## src/rtl/timer_entry_controller.sv

```systemverilog
// rtl/timer_entry_controller.sv - egg-timer MM:SS entry: KEY debounce, BCD validation, load handshake, start/stop pulses
// Optional live digit preview while entering: define TIMER_ENTRY_PREVIEW_EN.
module timer_entry_controller #(
  parameter int DEBOUNCE_CYCLES = 500000,
  parameter int CNT_W           = 20
) (
  input  logic       clk,
  input  logic       reset,
  input  logic [1:0] KEY,
  input  logic [7:0] SW,
  input  logic       load_ready,
  output logic       load_valid,
  output logic [3:0] minsTens,
  output logic [3:0] minsOnes,
  output logic [3:0] secsTens,
  output logic [3:0] secsOnes,
  output logic       start_pulse,
  output logic       entry_err,
  output logic [1:0] stage
);

  localparam logic [1:0] S_MIN   = 2'd0;
  localparam logic [1:0] S_SEC   = 2'd1;
  localparam logic [1:0] S_LOAD  = 2'd2;
  localparam logic [1:0] S_ARMED = 2'd3;

  localparam logic [CNT_W-1:0] CNT_MAX = CNT_W'(DEBOUNCE_CYCLES - 1);

  logic [1:0]       sync1_q, sync2_q, stable_q, stable_d, stable_dly_q, press_q;
  logic [CNT_W-1:0] cnt_q [2];
  logic [CNT_W-1:0] cnt_d [2];

  // A level change is accepted only after it has been seen unchanged for DEBOUNCE_CYCLES cycles.
  always_comb begin
    stable_d = stable_q;
    for (int k = 0; k < 2; k++) begin
      cnt_d[k] = cnt_q[k];
      if (sync2_q[k] == stable_q[k]) begin
        cnt_d[k] = '0;
      end else if (cnt_q[k] == CNT_MAX) begin
        stable_d[k] = sync2_q[k];
        cnt_d[k]    = '0;
      end else begin
        cnt_d[k] = cnt_q[k] + CNT_W'(1);
      end
    end
  end

  always_ff @(posedge clk) begin
    if (reset) begin
      sync1_q      <= 2'b11;
      sync2_q      <= 2'b11;
      stable_q     <= 2'b11;
      stable_dly_q <= 2'b11;
      press_q      <= 2'b00;
      cnt_q[0]     <= '0;
      cnt_q[1]     <= '0;
    end else begin
      sync1_q      <= KEY;
      sync2_q      <= sync1_q;
      stable_q     <= stable_d;
      stable_dly_q <= stable_q;
      press_q      <= stable_dly_q & ~stable_q;
      cnt_q[0]     <= cnt_d[0];
      cnt_q[1]     <= cnt_d[1];
    end
  end

  logic [1:0] state_q, state_d;
  logic [3:0] mt_q, mt_d, mo_q, mo_d, st_q, st_d, so_q, so_d;
  logic       lv_q, lv_d, err_q, err_d, start_q, start_d;
  logic       min_ok, sec_ok, all_zero;

  assign min_ok   = (SW[7:4] <= 4'd9) && (SW[3:0] <= 4'd9);
  assign sec_ok   = (SW[7:4] <= 4'd5) && (SW[3:0] <= 4'd9);
  assign all_zero = (mt_q == 4'd0) && (mo_q == 4'd0) && (SW == 8'h00);

  always_comb begin
    state_d = state_q;
    mt_d    = mt_q;
    mo_d    = mo_q;
    st_d    = st_q;
    so_d    = so_q;
    lv_d    = lv_q;
    err_d   = 1'b0;
    start_d = 1'b0;
    case (state_q)
      S_MIN: begin
`ifdef TIMER_ENTRY_PREVIEW_EN
        mt_d = SW[7:4];
        mo_d = SW[3:0];
`endif
        if (press_q[0]) begin
          if (min_ok) begin
            mt_d    = SW[7:4];
            mo_d    = SW[3:0];
            state_d = S_SEC;
          end else begin
            err_d = 1'b1;
          end
        end
      end
      S_SEC: begin
`ifdef TIMER_ENTRY_PREVIEW_EN
        st_d = SW[7:4];
        so_d = SW[3:0];
`endif
        if (press_q[0]) begin
          if (sec_ok && !all_zero) begin
            st_d    = SW[7:4];
            so_d    = SW[3:0];
            lv_d    = 1'b1;
            state_d = S_LOAD;
          end else begin
            err_d = 1'b1;
          end
        end
      end
      S_LOAD: begin
        if (lv_q && load_ready) begin
          lv_d    = 1'b0;
          state_d = S_ARMED;
        end
      end
      S_ARMED: begin
        // Start/stop wins when both keys land together.
        if (press_q[1]) begin
          start_d = 1'b1;
        end else if (press_q[0]) begin
          state_d = S_MIN;
        end
      end
      default: state_d = S_MIN;
    endcase
  end

  always_ff @(posedge clk) begin
    if (reset) begin
      state_q <= S_MIN;
      mt_q    <= 4'd0;
      mo_q    <= 4'd0;
      st_q    <= 4'd0;
      so_q    <= 4'd0;
      lv_q    <= 1'b0;
      err_q   <= 1'b0;
      start_q <= 1'b0;
    end else begin
      state_q <= state_d;
      mt_q    <= mt_d;
      mo_q    <= mo_d;
      st_q    <= st_d;
      so_q    <= so_d;
      lv_q    <= lv_d;
      err_q   <= err_d;
      start_q <= start_d;
    end
  end

  assign load_valid  = lv_q;
  assign minsTens    = mt_q;
  assign minsOnes    = mo_q;
  assign secsTens    = st_q;
  assign secsOnes    = so_q;
  assign start_pulse = start_q;
  assign entry_err   = err_q;
  assign stage       = state_q;

endmodule

```

## config.mk

```make
export PLATFORM = sky130hd
export DESIGN_NAME = timer_entry_controller
export DESIGN_NICKNAME = d
export VERILOG_FILES = /design/src/rtl/timer_entry_controller.sv
export SDC_FILE = /design/constraint.sdc
export NUM_CORES = 1
export LEC_CHECK = 0
export CAP_MARGIN = 20
export CORE_AREA = 10 10 109 111
export DETAILED_ROUTE_END_ITERATION = 8
export DIE_AREA = 0 0 119 121
export GPL_TIMING_DRIVEN = 0
export PLACE_DENSITY = 0.53
export SLEW_MARGIN = 20
export SYNTH_ARGS = -nofsm -noshare
export SYNTH_HDL_FRONTEND = slang
export SYNTH_SLANG_ARGS = --single-unit
```

## constraint.sdc

```tcl
create_clock -name clk -period 3.77 [get_ports clk]
set_clock_uncertainty 0.1 [all_clocks]
set_input_delay 0.754 -clock clk [delete_from_list [all_inputs] [get_ports clk]]
set_output_delay 0.754 -clock clk [all_outputs]
set_load 0.01 [all_outputs]
```

## Word level (Yosys, flattened, before mapping)

Memories as Yosys holds them, arrays and structs flattened.
Index checks and enable logic that the tools add are counted.

| cells by class | value |
|---|---|
| equality and inequality tests | 14 |
| $lt $le $gt $ge | 3 |
| multiplexer cells | 27 |
| reduce and logical (&&, ||, !) cells | 19 |
| $add $sub $neg | 2 |
| bitwise logic cells | 7 |

Operator list:

| kind | count |
|---|---|
| $mux 20 | 6 |
| $add 20x1->20 const B | 2 |
| $eq 20x19->1 const B | 2 |
| $mux 2 | 7 |
| $ne 2x2->1 const B | 7 |
| $mux 1 | 11 |
| $le 4x4->1 const B | 2 |
| $logic_not 4->1 | 2 |
| $logic_not 8->1 | 1 |
| $pmux 2 s4 | 1 |
| $reduce_and 7->1 | 1 |
| $logic_and 1x1->1 | 6 |
| $reduce_and 3->1 | 2 |
| $eq 2x2->1 const B | 2 |
| $le 4x3->1 const B | 1 |
| $pmux 1 s2 | 2 |
| $reduce_and 2->1 | 2 |
| $reduce_and 4->1 | 1 |
| $not 1->1 | 3 |
| $and 2x2->2 | 1 |
| $eq 1x1->1 | 2 |
| $eq 2x1->1 const B | 1 |
| $logic_not 2->1 | 1 |
| $not 2->2 | 1 |
| 4 further kinds | 5 |

| word-level totals | value |
|---|---|
| word-level logic and storage cells | 87 |
| memories | 1 |
| register bits after elaboration | 31 |
| output and inout bits | 21 |
| RAM bits | 40 |
| input port bits | 13 |

Memory list:

| memory | depth | width | read ports | clocked after memory_dff | wr ports | RTL line | RTL |
|---|---|---|---|---|---|---|---|
| cnt_q | 2 | 20 | 2 | 0 | 2 | 30 | `logic [CNT_W-1:0] cnt_q [2];` |

## Longest topological paths before layout

| depth | value |
|---|---|
| word-level depth | 8 |
| depth in mapped cells | 7 |
| mapped depth without buffers | 7 |

## Worst setup path before layout

OpenSTA, ideal clock, no wires.

| path | value |
|---|---|
| path kind | input to register |
| start | input port SW[1] |
| end | register state_q[0] (netlist: stage[0]) |
| required time | 3.583 ns |
| library setup time | 0.087 ns |
| stages on the path | 5 |
| arrival | 1.944 ns |
| path buffers | 0 |
| setup slack | 1.639 ns |
| cells stage by stage | o21ai_2 > nand3_1 > a2111o_1 > or4_1 > o31ai_1 |

| on the way | value |
|---|---|
| longest elaborated chain between the ends | 6 |
| elaborated cells on any way between the ends | 10 |
| classes of those cells | order compare (1); eq/ne (2); reduce/logical (7) |

RTL lines:

| element | RTL line | RTL |
|---|---|---|
| from (decl) | 10 | `input logic [7:0] SW,` |
| branches (longest 5 deep; another with $le 4x4->1) | - |  |
| $reduce_and 7->1 (no line) (*) | - |  |
| to (signal assigned) | 148 | `state_q <= state_d;` |
| to (decl) | 69 | `logic [1:0] state_q, state_d;` |

Every way passes the cells marked *.
A chain may end at the register's enable or synchronous reset.

## Final worst setup path

Same ends and word-level chain as after synthesis.

==> flow_metrics.py <==
metrics = {
    "worst_setup_path": {
        "endpoint_kind": "flop",
        "startpoint_type": "input pin",
        "worstPathMaxFanout": 4,
        "crit_arrival_ns": 2.69,
        "max_stage_delay_ns": 0.52,
        "critPathKind": "input pin to flop",
        "required_ns": 3.93,
        "crit_slowest_cell": "clkdlybuf4s50_1",
        "cp_cell_sequence": "clkdlybuf4s50_1, o21ai_2, nand3_1, a2111o_1, or4_1, o31ai_1",
    },
    "cells_and_area": {
        "syn_to_final_growth_pct": 24.27,
        "final_cells": 506,
        "final_util_pct": 38.15,
        "layout.nets": 387,
        "antenna_cells": 0,
        "final_common_cell": "nor2_1",
        "layout_common_cells": "nor2_1, dfxtp_1, clkdlybuf4s50_1, nand2_1, xor2_1",
        "layout-drive-gt1-share_pct": 7.507,
    },
    "power_and_ir_drop": {
        "internal-power_uw": 1156,
        "share_comb_of_total_power_pct": 4.3,
        "pwr-share-seq_pct": 50.9,
        "swShare_pct": 22.26,
        "p_total_uw": 1487,
        "power.share.clock_pct": 44.8,
        "irDropWorstVdd_mv": 0.1625,
        "powerDensity_mw_per_mm2": 404.2,
        "leakage_uw": 0.001267,
        "net-switching-power_uw": 330.9,
    },
    "timing": {
        "fmax_mhz": 395.6,
        "finalCriticalPeriod_ns": 2.528,
        "setup_viol": 0,
        "max_slew.worst_pin.slew_ns": 0.6559,
        "fin_crit_sh_pct": 67.06,
        "rsz0062_at_grt": "no",
        "slew_headroom_pct": 55.94,
        "fin_setup_tns_ns": 0,
        "finalHoldViolations": 0,
        "drv_slew": 0,
    },
    "clock_network": {
        "htree_levels": 3,
        "clock_path_buffers": 2,
        "clkSinkCount": 71,
        "clk_root_buffer_cell": "clkbuf_8",
        "clock_latency_ns": 0.35,
        "cts_made_buffers": 9,
        "cts_tree": "done",
        "cts_resized": 0,
        "cts_setup_buffers": 0,
        "path_clk_slew_ns": 0.08,
        "hold_buffers": 0,
    },
    "floorplan": {
        "pin_count": 34,
        "start_util_pct": 30.70,
        "core-area_sq_mm": 0.009639,
        "rows": 36,
        "dieHeight_um": 121,
        "dieArea_sq_mm": 0.01440,
        "fp.dieW_um": 119,
    },
    "logic_synthesis": {
        "synth.largest_area_cell": "dfxtp_1",
        "netlist_instances": 324,
        "synth.area.top_cells": "dfxtp_1, nor2_1, xor2_1, mux2i_1, xnor2_1",
        "syn_area_per_cell_sq_um": 9.133,
        "synthDistinctLibCells": 36,
        "synthesis.nets": 343,
        "synth_top_area_share_pct": 48.03,
        "syn_area_sq_mm": 0.002959,
        "seq_area_frac_synth_pct": 48.03,
        "yosys_warnings": 0,
        "ys_ff_latch": 71,
    },
    "outcome": {
        "status": "finished, final reports clean",
    },
    "route": {
        "maxUsedRoutingLayer": "met4",
        "dr.pass1.iters": 4,
        "drc": 0,
        "ant_nets": 0,
        "via_per_inst": 4.458,
        "wl_met1_um": 3034,
        "drtIter0Drc": 90,
        "route.detailed.wl_per_inst_um": 12.23,
        "wl_um": 6190,
        "wl_met2_um": 2826,
        "vias": 2256,
        "wl_met3_um": 225,
    },
    "global_routing": {
        "grt_pass1_vias": 2182,
        "grtUsageTotal_pct": 8.720,
        "grt_pass1_wl_um": 10340,
        "grt_max_degree": 14,
        "antenna_found_initial": 0,
        "gr-total-overflow": 0,
    },
    "min_path": {
        "hp-class": "flop to flop",
    },
    "placement": {
        "gp_congestion": 0.7531,
        "port_buffers": 33,
        "dp_cells": 490,
        "dp_hpwl_um": 4563,
    },
    "flow_run": {
        "drv_cap": 0,
    },
}
critical path, delay by kind of cell:
kind | cells | cell delay (ns)
buf+inv | 1 | 0.52
simple gates | 2 | 0.61
compound gates | 3 | 0.80
through the flow:
step                      cell area (sq um)  hold WS (ns)  setup slack (ns)
after global placement                 3456        0.2942            0.9732
after global routing                   3677        0.3348             1.163
final                                  3677        0.3113             1.242
after CTS                              3677        0.3161             1.292
after detailed placement               3456        0.2960            0.9238
after floorplan                        2959        0.2895             1.639
power by group through the flow:
stage | Combinational (uW) | Sequential, uW | Clock, uW
6_report | 63.9 | 757 | 665
5_1_grt | 69.3 | 758 | 718
4_1_cts | 63.7 | 757 | 691
3_5_place_dp | 63.6 | 775 | 0
3_3_place_gp | 62.6 | 775 | 0
2_1_floorplan | 32.3 | 774 | 0
final cells by class:
cell class | instances | area [sq um]
multi-input combinational | 234 | 1458
sequential | 71 | 1421
clock inverter | 7 | 97.59
buffer | 7 | 35.03
inverter | 12 | 45.04
fill | 1030 | 5962
clock buffer | 9 | 123.9
tap | 133 | 166.4
timing repair buffer | 33 | 330.3
Yosys cell counts:
cell,instances
nor3b_1,3
xnor2_1,18
and4_1,2
nand4_1,13
ha_1,6
mux2i_1,16
o31ai_1,2
inv_1,12
or4b_1,1
dfxtp_1,71
nor3_1,6
a221oi_1,1
and3_1,5
buf_2,1
a21boi_0,2
nor2_1,73
o21a_1,1
clkbuf_1,4
xor2_1,20
a2111o_1,1
or2_2,6
and3b_1,1
or4_1,1
buf_4,2
nand3_1,12
or3b_1,1
a21oi_1,1
a31oi_1,1
a211o_1,2
or2_1,1
nor3_4,1
nand2_1,21
nor4_1,9
nand2b_1,2
o21ai_2,2
nor4b_1,3
per-layer routing:
layer | up-vias | global-route usage (%)
met5 | - | 0
met4 | 0 | 3.893
met3 | 9 | 3.164
met2 | 32 | 13.80
met1 | 1026 | 10.39
li1 | 1189 | -
registers in the layout, summed over array words and instances, names as in the netlist:
| signal | cells |
|---|---|
| stage | 2 |
| secsTens | 4 |
| load_valid | 1 |
| sync2_q | 2 |
| start_pulse | 1 |
| press_q | 2 |
| entry_err | 1 |
| stable_q | 2 |
| secsOnes | 4 |
| minsOnes | 4 |
| stable_dly_q | 2 |
| cnt_q | 40 |
| minsTens | 4 |
| sync1_q | 2 |
cell families (layout without fill, tap and decap cells):
logic type / count (synthesis) / after routing / synth area share, %
buffers and inverters: 19 / 68 / 2.706
XOR/XNOR: 38 / 38 / 11.25
multiplexers: 16 / 16 / 5.412
adder cells (fa/ha/maj): 6 / 6 / 2.537
AO/OA/AOI/OAI: 13 / 13 / 3.510
flip-flops: 71 / 71 / 48.03
AND/OR/NAND/NOR: 161 / 161 / 26.55
path summary, 6_finish.rpt:
kind,slack [ns],depth (start not counted),end,from
setup / recovery,1.24,6,stage[0]$_SDFFE_PP0P_,SW[1]
hold / removal,0.31,2,press_q[1]$_SDFF_PP0_,stable_dly_q[1]$_SDFF_PP1_
setup reg to reg,1.67,6,stage[0]$_SDFFE_PP0P_,stage[0]$_SDFFE_PP0P_
hold reg to reg,0.31,2,press_q[1]$_SDFF_PP0_,stable_dly_q[1]$_SDFF_PP1_
(Power assumes the default switching activity.)
